$ cat src/rtl/rr_arb_pkg.sv
// Shared definitions for the round-robin register arbiter.
//   N_REQ_DEF : default number of requesters (the arbiter supports only 4)
//   WIDTH_DEF : default width of the shared register
//   state_t   : arbiter FSM states with fixed encodings
//   req_id_t  : requester index type
package rr_arb_pkg;

  localparam int N_REQ_DEF = 4;
  localparam int WIDTH_DEF = 8;
  localparam int ID_W      = 2;

  typedef logic [ID_W-1:0] req_id_t;

  typedef enum logic [1:0] {
    IDLE  = 2'b00,
    GRANT = 2'b01,
    DONE  = 2'b10
  } state_t;

endpackage

$ cat src/rtl/rr_reg_arbiter_register_r.sv
// Enabled register with asynchronous active-low reset, built from per-bit
// flip-flop cells.
//   rr_reg_arbiter_dff_r      : one bit; loads d when en=1, clears on reset_n=0
//   rr_reg_arbiter_register_r : WIDTH copies of the cell sharing clk/reset_n/en
//     clk     in  1      rising-edge clock
//     reset_n in  1      asynchronous active-low reset (clears to 0)
//     en      in  1      load enable
//     d       in  WIDTH  data to load
//     q       out WIDTH  stored value
module rr_reg_arbiter_dff_r (
  input  logic clk,
  input  logic reset_n,
  input  logic en,
  input  logic d,
  output logic q
);

  // NOTE: the shared data register is reset like any control state, so an
  // aborted transfer can never leave stale data visible after reset.
  always_ff @(posedge clk or negedge reset_n) begin
    if (!reset_n) begin
      q <= 1'b0;
    end else if (en) begin
      q <= d;
    end
  end

endmodule

module rr_reg_arbiter_register_r #(
  parameter int WIDTH = 8
) (
  input  logic             clk,
  input  logic             reset_n,
  input  logic             en,
  input  logic [WIDTH-1:0] d,
  output logic [WIDTH-1:0] q
);

  for (genvar b = 0; b < WIDTH; b++) begin : g_bit
    rr_reg_arbiter_dff_r u_dff (
      .clk     (clk),
      .reset_n (reset_n),
      .en      (en),
      .d       (d[b]),
      .q       (q[b])
    );
  end

endmodule

$ cat src/rtl/rr_reg_arbiter.sv
// Round-robin arbiter guarding one shared register.
// Each transfer takes three cycles: IDLE (arbitrate) -> GRANT (write q)
// -> DONE (retire, rotate priority). The winner of a transfer becomes the
// lowest-priority requester for the next arbitration.
//   clk     in  1            rising-edge clock
//   reset_n in  1            asynchronous active-low reset
//   req     in  N_REQ        level requests, bit i = requester i
//   wdata   in  N_REQ*WIDTH  write data, requester i owns [i*WIDTH +: WIDTH]
//   gnt     out N_REQ        registered one-hot grant (high in GRANT and DONE)
//   ack     out 1            one-cycle pulse when the write has landed in q
//   busy    out 1            high while in GRANT or DONE
//   q       out WIDTH        shared register contents
//   last_id out 2            index of the most recently completed requester
// Only N_REQ = 4 is supported (requester indices are 2 bits wide).
module rr_reg_arbiter
  import rr_arb_pkg::*;
#(
  parameter int N_REQ = N_REQ_DEF,
  parameter int WIDTH = WIDTH_DEF
) (
  input  logic                   clk,
  input  logic                   reset_n,
  input  logic [N_REQ-1:0]       req,
  input  logic [N_REQ*WIDTH-1:0] wdata,
  output logic [N_REQ-1:0]       gnt,
  output logic                   ack,
  output logic                   busy,
  output logic [WIDTH-1:0]       q,
  output logic [1:0]             last_id
);

  state_t           state_q, state_d;
  logic [N_REQ-1:0] gnt_q, gnt_d;
  logic             ack_q, ack_d;
  logic             busy_q, busy_d;
  req_id_t          sel_q, sel_d;
  req_id_t          ptr_q, ptr_d;
  req_id_t          last_id_q, last_id_d;
  logic             q_en;

  logic [WIDTH-1:0] wdata_arr [N_REQ];

  for (genvar i = 0; i < N_REQ; i++) begin : g_wdata
    assign wdata_arr[i] = wdata[i*WIDTH +: WIDTH];
  end

  // Round-robin pick: first set request bit at ptr+1, ptr+2, ... with wrap.
  // The 2-bit sum wraps naturally, and k = N_REQ revisits ptr itself last.
  logic    win_found;
  req_id_t win_idx;
  req_id_t cand;

  // NOTE: every combinational output gets a default before any branch, so
  // no path leaves a variable unassigned and no latch is inferred.
  always_comb begin
    win_found = 1'b0;
    win_idx   = '0;
    cand      = '0;
    for (int k = 1; k <= N_REQ; k++) begin
      cand = ptr_q + req_id_t'(k);
      if (!win_found && req[cand]) begin
        win_found = 1'b1;
        win_idx   = cand;
      end
    end
  end

  // Next-state and registered-output logic; everything holds by default.
  always_comb begin
    state_d   = state_q;
    gnt_d     = gnt_q;
    ack_d     = ack_q;
    busy_d    = busy_q;
    sel_d     = sel_q;
    ptr_d     = ptr_q;
    last_id_d = last_id_q;
    q_en      = 1'b0;
    case (state_q)
      IDLE: begin
        if (win_found) begin
          state_d        = GRANT;
          gnt_d          = '0;
          gnt_d[win_idx] = 1'b1;
          busy_d         = 1'b1;
          sel_d          = win_idx;
        end
      end
      GRANT: begin
        // The write completes regardless of req; wdata is sampled only here.
        q_en    = 1'b1;
        ack_d   = 1'b1;
        state_d = DONE;
      end
      DONE: begin
        ack_d     = 1'b0;
        gnt_d     = '0;
        busy_d    = 1'b0;
        last_id_d = sel_q;
        ptr_d     = sel_q;
        state_d   = IDLE;
      end
      default: begin
        state_d = IDLE;
        gnt_d   = '0;
        ack_d   = 1'b0;
        busy_d  = 1'b0;
      end
    endcase
  end

  // NOTE: sequential state uses non-blocking assignments so every register
  // samples the pre-edge values regardless of statement order.
  always_ff @(posedge clk or negedge reset_n) begin
    if (!reset_n) begin
      state_q   <= IDLE;
      gnt_q     <= '0;
      ack_q     <= 1'b0;
      busy_q    <= 1'b0;
      sel_q     <= '0;
      ptr_q     <= 2'd3;  // requester 0 has top priority after reset
      last_id_q <= '0;
    end else begin
      state_q   <= state_d;
      gnt_q     <= gnt_d;
      ack_q     <= ack_d;
      busy_q    <= busy_d;
      sel_q     <= sel_d;
      ptr_q     <= ptr_d;
      last_id_q <= last_id_d;
    end
  end

  rr_reg_arbiter_register_r #(
    .WIDTH (WIDTH)
  ) u_q_reg (
    .clk     (clk),
    .reset_n (reset_n),
    .en      (q_en),
    .d       (wdata_arr[sel_q]),
    .q       (q)
  );

  assign gnt     = gnt_q;
  assign ack     = ack_q;
  assign busy    = busy_q;
  assign last_id = last_id_q;

endmodule

$ cat config.mk
export PLATFORM = sky130hd
export DESIGN_NAME = rr_reg_arbiter
export DESIGN_NICKNAME = d
export VERILOG_FILES = /design/src/rtl/rr_arb_pkg.sv /design/src/rtl/rr_reg_arbiter_register_r.sv /design/src/rtl/rr_reg_arbiter.sv
export SDC_FILE = /design/constraint.sdc
export NUM_CORES = 1
export LEC_CHECK = 0
export BUFFER_PORTS_ARGS = -buffer_cell sky130_fd_sc_hd__buf_2
export CAP_MARGIN = 20
export CORE_ASPECT_RATIO = 1.5
export CORE_MARGIN = 2
export CORE_UTILIZATION = 41
export DETAILED_ROUTE_END_ITERATION = 8
export PLACE_DENSITY_LB_ADDON = 0.05
export SYNTH_ARGS = -nofsm -noshare
export SYNTH_HDL_FRONTEND = slang
export SYNTH_HIERARCHICAL = 1
export SYNTH_SLANG_ARGS = --single-unit
$ cat constraint.sdc
create_clock -name clk -period 1.7 [get_ports clk]
set_clock_uncertainty 0.15 [all_clocks]
set_input_delay 0.255 -clock clk [delete_from_list [all_inputs] [get_ports clk]]
set_output_delay 0.255 -clock clk [all_outputs]
set_load 0.005 [all_outputs]
==> impl_metrics.env <==
export IMPL_slowest_delay_ps=490
export IMPL_ys_ff_latch=22
export IMPL_post_route_drc_count=0
export IMPL_cp_arrival_ps=1590
export IMPL_hp_start="wdata[17]"
export IMPL_drv_cap=0
export IMPL_slew_headroom_pct=67.05
export IMPL_path_class="reg2reg"
export IMPL_tritoncts="yes"
export IMPL_netlist_top_cells_area="dfrtp_1 (43%), mux4_2 (15%), mux2_4 (12%)"
export IMPL_grt_pass1_wl_um=4022
export IMPL_clock_latency_ps=260
export IMPL_synthFlopType="dfrtp_1"
export IMPL_area_growth_pct=34.01
export IMPL_synth_nets=132
export IMPL_grt_max_degree=23
export IMPL_synth_edf_count=0
export IMPL_coreArea_um2=2705
export IMPL_leakage_nw=0.7673
export IMPL_async_flop_share_pct=100.0
export IMPL_routabilityCongestion=0.7640
export IMPL_design_area_um2=1568
export IMPL_clock_root_buffer="clkbuf_8"
export IMPL_num_vias=954
export IMPL_htreeDepth=1
export IMPL_clock_sinks=22
export IMPL_grt_util_all_layers_pct=16.74
export IMPL_routed_wl_um=2576
export IMPL_final_max_slew_violation_count=0
export IMPL_crit_buf_inv=1
export IMPL_peakVddDrop_mv=0.9058
export IMPL_end_kind="flop"
export IMPL_max_freq_ghz=0.6296
export IMPL_first_iter_violations=9
export IMPL_die_w_um=47.62
export IMPL_power_density_nw_per_um2=1747
export IMPL_grt_setup_unrepaired="no"
export IMPL_fin_nets=192
export IMPL_crit_path_max_fanout=8
export IMPL_crit_family="multiplexers"
export IMPL_fillers=284
export IMPL_yosys_area_top_type_share_pct=42.78
export IMPL_path_cells="buf_12 > mux4_2 > mux2_4"
export IMPL_cts_buffer_depth=2
export IMPL_seq_area_frac_synth_pct=47.27
export IMPL_grt_pass1_vias=982
export IMPL_grt_busiest_layer="met2"
export IMPL_dr_pass1_iters=4
export IMPL_start_util_pct=43.25
export IMPL_diodes=0
export IMPL_syn_avg_cell_area_um2=12.45
export IMPL_fin_crit_sh_pct=93.43
export IMPL_synth_cell_types=25
export IMPL_reg2reg_from="sel_q[0]"
export IMPL_cp_required_ps=1700
export IMPL_hold_viol=0
export IMPL_period_minus_slack_ps=1588
export IMPL_mappedNetlistArea_um2=1170
export IMPL_grt_overflow_total=0
export IMPL_synth_warnings=6
export IMPL_dieArea_um2=3305
export IMPL_hold_ws_ps=284.9
export IMPL_synthMostInstantiatedCell="dfrtp_1"
export IMPL_clk_pin_slew_ps=80
export IMPL_dpl_cell_area_um2=1505
export IMPL_io_buffers=53
export IMPL_tightest_slew_ps=494.3
export IMPL_crit_slowest_cell="mux4_2"
export IMPL_met2_usage_pct=28.68
export IMPL_synth_top_cells_by_count="dfrtp_1 (20), nand2_1 (15), mux2_4 (9), nor2_1 (9), mux4_2 (8)"
export IMPL_crit_path_start="sel_q[0]"
export IMPL_ant_nets=0
export IMPL_setup_tns_ps=0
export IMPL_die_h_um=69.42
export IMPL_wire_per_inst_um=13.56
export IMPL_hp_class="in2reg"
export IMPL_rows=23
export IMPL_yosysTopAreaCell="dfrtp_1"
export IMPL_place_hpwl_um=2046
export IMPL_grt_use_met3_pct=3.906
export IMPL_viasPerCell=5.021
export IMPL_cts_inserted_buffers=3
export IMPL_setup_viol=0
export IMPL_drive_above_1_share_pct=56.21
export IMPL_antenna_found_initial=0
export IMPL_status="finished clean"
export IMPL_io_pins=54
export IMPL_start_kind="flop"
export IMPL_netlist_instances=94
export IMPL_met1_usage_pct=17.58
state kept, by name, summed over array words and instances (netlist names):
| register | flops |
|---|---|
| u_q_reg/g_bit.u_dff/q | 8 |
| last_id | 2 |
| busy | 1 |
| sel_q | 2 |
| state_q | 2 |
| ack | 1 |
| gnt | 4 |
| ptr_q | 2 |
cell type report:
cell class	count	area, um^2	share of cell area, %
clock buffer	4	45.04	2.873
inverter	3	11.26	0.7183
multi-input combinational	66	594.3	37.91
sequential	22	553.0	35.28
tap	37	46.29	2.953
timing repair buffer	58	317.8	20.27
power breakdown:
group,internal [mW],switching (mW)
registers,0.806,0.211
clock network,0.167,0.172
logic,0.840,0.542
total,1.81,0.925
worst paths after layout:
kind | cells after the start | to | slack, ps
worst max-delay path | 3 | u_q_reg/g_bit[4].u_dff/q | 110
worst min register to register | 2 | last_id[0] | 330
worst max register to register | 3 | u_q_reg/g_bit[4].u_dff/q | 110
worst min-delay path | 3 | u_q_reg/g_bit[1].u_dff/q | 280
min in group asynchronous | 2 | u_q_reg/g_bit[2].u_dff/q | 340
max in group asynchronous | 2 | ptr_q[1] | 710
tightest hold or removal path, stage by stage:
cell	delay (ps)
buf_2	70
mux4_2	210
mux2_4	130
routing by layer:
metal / routed length, um / share of wire (%)
met1: 992 / 39
met5: 0 / 0
met2: 1324 / 51
met4: 45 / 1.7
met3: 214 / 8.3
through the flow:
step,instances,power (mW),util [%],setup slack (ps)
2_1_floorplan,94,1.957,-,102.5
3_5_place_dp,184,2.419,55.64,106.3
6_report,190,2.738,57.96,111.7
5_1_grt,190,2.955,57.96,25.00
4_1_cts,189,2.771,57.68,93.01
3_3_place_gp,184,2.386,55.64,137.8
timing repair:
item,CTS,global route
endpoints found under the setup margin,0,2
buffers inserted,0,1
hold endpoints to repair,20,0
gates resized for setup,0,0
hold buffers,1,0
layout by cell type (no fill, tap or decap), types with 2 or more instances in the layout:
cell and count:
mux2_4 9, nand3b_1 2, dfrtp_1 20, mux4_2 8
dfstp_2 2, inv_1 3, nand3_1 2, buf_2 53
clkbuf_8 3, buf_4 3, a21oi_1 7, nand2_1 15
o21ai_0 2, nor2_1 8
cells by family after synthesis:
group | count (synthesis) | share of synthesized area [%]
flip-flops | 22 | 47.27
AND/OR/NAND/NOR | 34 | 14.44
buffers and inverters | 6 | 2.139
AO/OA/AOI/OAI | 14 | 8.342
multiplexers | 18 | 27.81
(Power assumes the default switching activity.)
